### src/rtl/dma_rc_h2d_framer.sv
// dma_rc_h2d_framer
// Frames host-to-device completion data into descriptor-sized packets.
// Each descriptor carries a byte count; input beats are trimmed to that
// count, the final beat is tagged with TLAST, and a completion pulse reports
// the number of bytes forwarded. Input-side TLAST is never consulted.
//
// Optional feature: define DMA_H2D_TIMEOUT_EN to build the idle watchdog,
// which aborts a descriptor after DESCRIPTOR_MAX_TIMEOUT cycles without an
// input handshake and reports it through HW_TIMEOUT.
//
// state  | meaning
// IDLE   | waiting for DESCRIPTOR_START, input not accepted
// STREAM | accepting input beats and trimming them to the remaining size
// FLUSH  | input closed, waiting for the output register to drain

module dma_rc_h2d_framer #(
    parameter int C_BUS_DATA_WIDTH = 256,
    parameter int C_BUS_KEEP_WIDTH = C_BUS_DATA_WIDTH / 8
) (
    input  logic                        CLK,
    input  logic                        RST_N,

    input  logic                        S2C_FIFO_TVALID,
    input  logic [C_BUS_DATA_WIDTH-1:0] S2C_FIFO_TDATA,
    input  logic [C_BUS_KEEP_WIDTH-1:0] S2C_FIFO_TKEEP,
    output logic                        S2C_FIFO_TREADY,

    output logic                        S2C_PROC_TVALID,
    output logic [C_BUS_DATA_WIDTH-1:0] S2C_PROC_TDATA,
    output logic [C_BUS_KEEP_WIDTH-1:0] S2C_PROC_TKEEP,
    output logic                        S2C_PROC_TLAST,
    input  logic                        S2C_PROC_TREADY,

    input  logic                        DESCRIPTOR_START,
    input  logic [63:0]                 CURRENT_DESCRIPTOR_SIZE,
    input  logic [63:0]                 DESCRIPTOR_MAX_TIMEOUT,

    output logic                        HW_DESCRIPTOR_DONE,
    output logic [63:0]                 HW_BYTES_TRANSFERRED,
    output logic                        HW_TIMEOUT
);

    localparam logic [63:0] C_KW64 = 64'(C_BUS_KEEP_WIDTH);

    typedef enum logic [1:0] {
        ST_IDLE   = 2'd0,
        ST_STREAM = 2'd1,
        ST_FLUSH  = 2'd2
    } state_t;

    state_t r_state;
    state_t w_state_nxt;

    logic [63:0]                 r_remaining;
    logic [63:0]                 r_bytes;
    logic [63:0]                 r_bytes_xfer;
    logic                        r_done;

    logic                        r_out_valid;
    logic [C_BUS_DATA_WIDTH-1:0] r_out_data;
    logic [C_BUS_KEEP_WIDTH-1:0] r_out_keep;
    logic                        r_out_last;

    logic                        w_drain;
    logic                        w_fifo_tready;
    logic                        w_accept;
    logic                        w_last_beat;
    logic [63:0]                 w_n;
    logic [C_BUS_KEEP_WIDTH-1:0] w_keep_mask;
    logic                        w_load_desc;
    logic                        w_zero_desc;
    logic                        w_finish;
    logic                        w_timeout_hit;

    // Output register can take a new beat when empty or being consumed now.
    assign w_drain       = !r_out_valid || S2C_PROC_TREADY;
    assign w_fifo_tready = (r_state == ST_STREAM) && w_drain;
    assign w_accept      = S2C_FIFO_TVALID && w_fifo_tready;
    assign w_last_beat   = (r_remaining <= C_KW64);
    assign w_n           = w_last_beat ? r_remaining : C_KW64;

    // Low-n-bytes mask: byte i survives while it lies below the remaining count.
    always_comb begin
        w_keep_mask = '0;
        for (int i = 0; i < C_BUS_KEEP_WIDTH; i++) begin
            w_keep_mask[i] = (r_remaining > 64'(i));
        end
    end

`ifdef DMA_H2D_TIMEOUT_EN
    logic [63:0] r_idle_cnt;
    logic [63:0] r_timeout_lim;
    logic        r_aborted;
    logic        r_timeout;

    // A handshake in the same cycle always wins over the watchdog.
    assign w_timeout_hit = (r_state == ST_STREAM) && !w_accept &&
                           (r_timeout_lim != 64'd0) &&
                           ((r_idle_cnt + 64'd1) == r_timeout_lim);

    // Idle watchdog: counts STREAM cycles without an input handshake.
    always_ff @(posedge CLK or negedge RST_N) begin
        if (!RST_N) begin
            r_idle_cnt    <= '0;
            r_timeout_lim <= '0;
            r_aborted     <= 1'b0;
            r_timeout     <= 1'b0;
        end else begin
            r_timeout <= w_finish && r_aborted;
            if (w_load_desc) begin
                r_idle_cnt    <= '0;
                r_timeout_lim <= DESCRIPTOR_MAX_TIMEOUT;
                r_aborted     <= 1'b0;
            end else if (r_state == ST_STREAM) begin
                if (w_accept) begin
                    r_idle_cnt <= '0;
                end else begin
                    r_idle_cnt <= r_idle_cnt + 64'd1;
                end
                if (w_timeout_hit) begin
                    r_aborted <= 1'b1;
                end
            end
        end
    end

    assign HW_TIMEOUT = r_timeout;
`else
    logic w_unused_timeout;

    assign w_unused_timeout = ^DESCRIPTOR_MAX_TIMEOUT;
    assign w_timeout_hit    = 1'b0;
    assign HW_TIMEOUT       = 1'b0;
`endif

    // FSM state register.
    always_ff @(posedge CLK or negedge RST_N) begin
        if (!RST_N) begin
            r_state <= ST_IDLE;
        end else begin
            r_state <= w_state_nxt;
        end
    end

    // FSM next-state and control strobes.
    always_comb begin
        w_state_nxt = r_state;
        w_load_desc = 1'b0;
        w_zero_desc = 1'b0;
        w_finish    = 1'b0;
        case (r_state)
            ST_IDLE: begin
                if (DESCRIPTOR_START) begin
                    if (CURRENT_DESCRIPTOR_SIZE != 64'd0) begin
                        w_load_desc = 1'b1;
                        w_state_nxt = ST_STREAM;
                    end else begin
                        w_zero_desc = 1'b1;
                    end
                end
            end
            ST_STREAM: begin
                if (w_accept && w_last_beat) begin
                    w_state_nxt = ST_FLUSH;
                end else if (w_timeout_hit) begin
                    w_state_nxt = ST_FLUSH;
                end
            end
            ST_FLUSH: begin
                if (w_drain) begin
                    w_finish    = 1'b1;
                    w_state_nxt = ST_IDLE;
                end
            end
            default: begin
                w_state_nxt = ST_IDLE;
            end
        endcase
    end

    // Descriptor counters and completion reporting.
    always_ff @(posedge CLK or negedge RST_N) begin
        if (!RST_N) begin
            r_remaining  <= '0;
            r_bytes      <= '0;
            r_bytes_xfer <= '0;
            r_done       <= 1'b0;
        end else begin
            r_done <= 1'b0;
            if (w_load_desc) begin
                r_remaining <= CURRENT_DESCRIPTOR_SIZE;
                r_bytes     <= '0;
            end else if (w_accept) begin
                r_remaining <= r_remaining - w_n;
                r_bytes     <= r_bytes + w_n;
            end
            if (w_zero_desc) begin
                r_done       <= 1'b1;
                r_bytes_xfer <= '0;
            end else if (w_finish) begin
                r_done       <= 1'b1;
                r_bytes_xfer <= r_bytes;
            end
        end
    end

    // Single output register stage; holds its beat while the sink stalls.
    always_ff @(posedge CLK or negedge RST_N) begin
        if (!RST_N) begin
            r_out_valid <= 1'b0;
            r_out_data  <= '0;
            r_out_keep  <= '0;
            r_out_last  <= 1'b0;
        end else begin
            if (w_accept) begin
                r_out_valid <= 1'b1;
                r_out_data  <= S2C_FIFO_TDATA;
                r_out_keep  <= S2C_FIFO_TKEEP & w_keep_mask;
                r_out_last  <= w_last_beat;
            end else if (S2C_PROC_TREADY) begin
                r_out_valid <= 1'b0;
                r_out_last  <= 1'b0;
            end
        end
    end

    assign S2C_FIFO_TREADY      = w_fifo_tready;
    assign S2C_PROC_TVALID      = r_out_valid;
    assign S2C_PROC_TDATA       = r_out_data;
    assign S2C_PROC_TKEEP       = r_out_keep;
    assign S2C_PROC_TLAST       = r_out_last;
    assign HW_DESCRIPTOR_DONE   = r_done;
    assign HW_BYTES_TRANSFERRED = r_bytes_xfer;

endmodule
### config.mk
export PLATFORM = sky130hd
export DESIGN_NAME = dma_rc_h2d_framer
export DESIGN_NICKNAME = d
export VERILOG_FILES = /design/src/rtl/dma_rc_h2d_framer.sv
export SDC_FILE = /design/constraint.sdc
export NUM_CORES = 1
export LEC_CHECK = 0
export ABC_AREA = 1
export BUFFER_PORTS_ARGS = -buffer_cell sky130_fd_sc_hd__buf_2
export CORE_AREA = 2 2 300 302
export DETAILED_ROUTE_END_ITERATION = 10
export DIE_AREA = 0 0 302 304
export PLACE_DENSITY = 0.51
export SLEW_MARGIN = 30
export SYNTH_ARGS = -nofsm -noshare
export SYNTH_HDL_FRONTEND = slang
export SYNTH_SLANG_ARGS = --single-unit
### constraint.sdc
create_clock -name CLK -period 6.48 [get_ports CLK]
set_clock_uncertainty 0.2 [all_clocks]
set_input_delay 0.648 -clock CLK [delete_from_list [all_inputs] [get_ports CLK]]
set_output_delay 0.648 -clock CLK [all_outputs]
set_load 0.01 [all_outputs]
==> flow_metrics.py <==
metrics = {
    "floorplan": {
        "row_count": 110,
        "dieWidth_microns": 302,
        "dieArea_sq_um": 91810,
        "ios": 778,
        "core_sq_um": 89050,
        "initial_utilization_pct": 29.29,
        "dieHeight_microns": 304,
    },
    "cells_and_area": {
        "fin_area_sq_um": 35360,
        "seq_area_sq_um": 12140,
        "nets": 4996,
        "layout.cells.non_filler": 5738,
        "fillCellCount": 9479,
        "multi_input_area_sq_um": 12200,
        "syn2layout_area_growth_pct": 35.59,
        "drive_above_1_share_pct": 19.57,
    },
    "place": {
        "portBuffers": 712,
        "dpl.hpwl_mm": 97.72,
        "placed_cell_area_sq_um": 31050,
        "dpl.cell_count": 5410,
        "pre_cts_slack_ns": 1.590,
        "gp_congestion": 1.035,
    },
    "clock_tree": {
        "h-tree-depth": 2,
        "clk_pin_slew_ns": 0.06,
        "numCtsBuffers": 59,
        "clockBufferDepth": 3,
        "cts-root-buf": "clkbuf_16",
        "tritoncts": "yes",
        "clk_latency_ns": 0.66,
        "ctsResizeCount": 0,
        "cts_sinks": 485,
    },
    "sta": {
        "final-max-slew-violation-count": 0,
        "worst_slack_ns": 1.513,
        "tns_ns": 0,
        "fmax_ghz": 0.2013,
        "tightestPinTransition_ns": 0.8840,
        "maxSlewHeadroom_pct": 41.07,
        "rsz0062_at_grt": "false",
        "period_share_pct": 76.65,
        "finalSetupViolCount": 0,
        "fin_crit_ns": 4.967,
        "hold_viol_final": 0,
    },
    "pwr": {
        "power_density_nw_per_um2": 384.1,
        "p_leak_nw": 19.14,
        "peakVddDrop_mv": 0.2109,
        "p_total_mw": 13.58,
    },
    "route": {
        "vias": 27210,
        "firstDrtPassIters": 6,
        "via_per_inst": 4.742,
        "drtIter0Drc": 2057,
        "drt-total-wl_mm": 124.3,
        "ant_nets": 0,
        "drc": 0,
        "wl_per_cell_microns": 21.67,
    },
    "critical_path": {
        "cpMostUsedCell": "nand2_1",
        "arrival_ns": 5.30,
        "startpoint_type": "flip-flop",
        "crit_path_cell_trace": "inv_2 -> nand2_1 -> nor2_1 -> nand2_1 -> a21oi_2 -> nand3_2 -> nor2_1 -> ha_1 -> inv_1 -> fa_1 -> inv_1 -> nand3_1 -> nand2_1 -> a21oi_1 -> o21bai_1 -> nand2_1 -> nand2_1 -> nand2_1 -> nand2_1 -> nand3_1 -> nand2_1 -> nand2_1 -> nand3_1 -> nand2_1",
        "worstSetupPathType": "flip-flop to flip-flop",
        "max_stage_delay_ns": 0.46,
        "path_buf_inv": 3,
        "cp_max_fo": 21,
        "worst_setup_path_end_kind": "flip-flop",
        "cp.required_ns": 6.81,
        "cp_slowest_cell": "dfrtp_1",
        "crit_family": "simple AND/OR/NAND/NOR gates",
    },
    "global_route": {
        "gr-usage-all-layers_pct": 26.46,
        "grt-ovfl-total": 0,
        "antenna_found_initial": 22,
        "grt_pass1_vias": 26210,
        "grt_first_pass_wirelength_mm": 179.1,
        "grt_max_degree": 141,
    },
    "outcome": {
        "status": "finished, final reports clean",
    },
    "synth": {
        "yosys_register_bits": 485,
        "yosysWarnings": 0,
        "ys_types": 50,
        "synth_cells": 3574,
        "yosysSeqAreaShare_pct": 46.53,
        "synth_area_sq_um": 26080,
        "syn_avg_cell_area_sq_um": 7.297,
    },
    "worst_hold_path": {
        "hold_path_class": "input pin to flip-flop",
    },
    "flow_run": {
        "drv_cap": 0,
    },
}
==> worst paths after layout <==
check                                                     from                         endpoint  slack [ns]  cells after the start
max in group asynchronous                                RST_N      r_remaining[38]$_DFFE_PN0P_        4.20                      3
worst min-delay path                       S2C_FIFO_TDATA[116]  S2C_PROC_TDATA[116]$_DFFE_PN0P_        0.03                      3
min in group asynchronous                                RST_N  S2C_PROC_TDATA[165]$_DFFE_PN0P_        0.44                      2
worst min register to register  S2C_PROC_TKEEP[28]$_DFFE_PN0P_   S2C_PROC_TKEEP[28]$_DFFE_PN0P_        0.27                      2
worst max-delay path                r_remaining[8]$_DFFE_PN0P_          r_bytes[58]$_DFFE_PN0P_        1.51                     24
worst max register to register      r_remaining[8]$_DFFE_PN0P_          r_bytes[58]$_DFFE_PN0P_        1.51                     24
==> per-layer routing <==
metal	share of wire (%)	up-vias	wire, microns	track usage (%)
met5	0.10	-	129	0
met1	45	12860	56150	36.87
met2	44	943	54860	40.79
met4	2.7	22	3404	6.654
met3	7.9	169	9795	6.711
li1	-	13220	-	-
==> tightest hold or removal path, stage by stage <==
cell     delay (ns)
buf_2          0.08
nand2_1        0.07
nand2_1        0.06
==> final cells by class <==
class | count | area share [%]
antenna | 3 | 0.02123
clock buffer | 80 | 4.801
clock inverter | 30 | 1.242
multi-input combinational | 2629 | 34.49
tap | 1176 | 4.161
timing repair buffer | 945 | 16.79
inverter | 390 | 4.175
sequential | 485 | 34.32
==> cells in the mapped netlist, drive strengths merged <==
cell	number	area (sq um)
a21boi	7	52.55
a21o	17	127.6
a21oi	111	566.8
a22o	2	17.52
a31o	1	8.760
a31oi	79	494.2
and2	2	12.51
and3	1	6.260
buf	38	196.4
clkbuf	89	334.1
conb	2	7.510
dfrtp	485	12140
fa	1	20.02
ha	64	800.8
inv	390	1466
nand2	1362	5147
nand3	184	960.9
nand3b	5	37.54
nand4	36	225.2
nor2	365	1418
nor3	39	205.2
nor4	18	112.6
o2111ai	2	17.52
o211ai	11	96.34
o21a	2	15.01
o21ai	143	715.7
o21bai	24	180.2
o221ai	5	43.79
o22ai	38	237.7
o311ai	2	17.52
o31ai	9	67.56
or2	5	31.28
or3	1	6.260
or3b	1	8.760
xnor2	11	96.34
xor2	22	192.7
==> where the power goes <==
group          total [mW]  switching [mW]  internal (mW)
Clock                3.71            1.48           2.23
Combinational        5.51            3.73           1.78
Sequential           4.36           0.594           3.77
==> what timing repair did <==
action,in CTS,in global routing
setup buffers,0,0
hold endpoints to repair,312,0
hold buffers,214,0
==> kinds of logic (layout without fill, tap and decap cells) <==
logic type	Yosys count	after routing	share of synthesized area, %
xor gates and xnor gates	33	33	1.108
adders and majority gates	65	65	3.147
buffers and inverters	517	1445	7.656
DFF	485	485	46.53
and+or+nand+nor	2019	2019	31.33
other	2	62	0.02879
AOI/OAI and AO/OA	453	453	10.19
==> sequential cells by signal, indices dropped and copies added, names as in the netlist <==
register,count
r_state,2
S2C_PROC_TDATA,256
S2C_PROC_TLAST,1
S2C_PROC_TVALID,1
S2C_PROC_TKEEP,32
r_remaining,64
HW_BYTES_TRANSFERRED,64
HW_DESCRIPTOR_DONE,1
r_bytes,64
==> per-stage QoR <==
stage	hold WS (ns)	util (%)
finish	0.03170	39.71
floorplan	0.1524	-
detailed placement	0.2595	34.86
global route	0.02606	39.71
global placement	0.2576	34.86
CTS	0.0006455	39.67
==> placed cells by master, fill, tap and decap left out, types with 6 or more instances in the layout <==
master         Yosys  layout
bufinv_16          0      10
nor2_1           352     351
inv_1            378     377
conb_1             2      59
inv_2             11      10
nor3_1            37      37
o211ai_1          10      10
nor2_2            10      11
clkinv_2           0      11
a21oi_1          108     108
a21o_1            17      17
nand3_1          179     179
xor2_1            22      22
o22ai_1           38      38
nand4_1           36      36
buf_12             0       6
o21bai_1          24      24
o21ai_0          143     143
a31oi_1           79      79
dfrtp_1          485     485
ha_1              64      64
nor4_1            18      17
clkbuf_8           0      10
clkbuf_16          0      61
clkbuf_1          89       9
a21boi_0           7       7
o31ai_1            9       9
buf_2             31     711
buf_4              2      12
xnor2_1           11      11
nand2_1         1352    1349
dlygate4sd3_1      0     214
nand2_2            8       9
No activity file was read; power rests on OpenSTA's default activity.
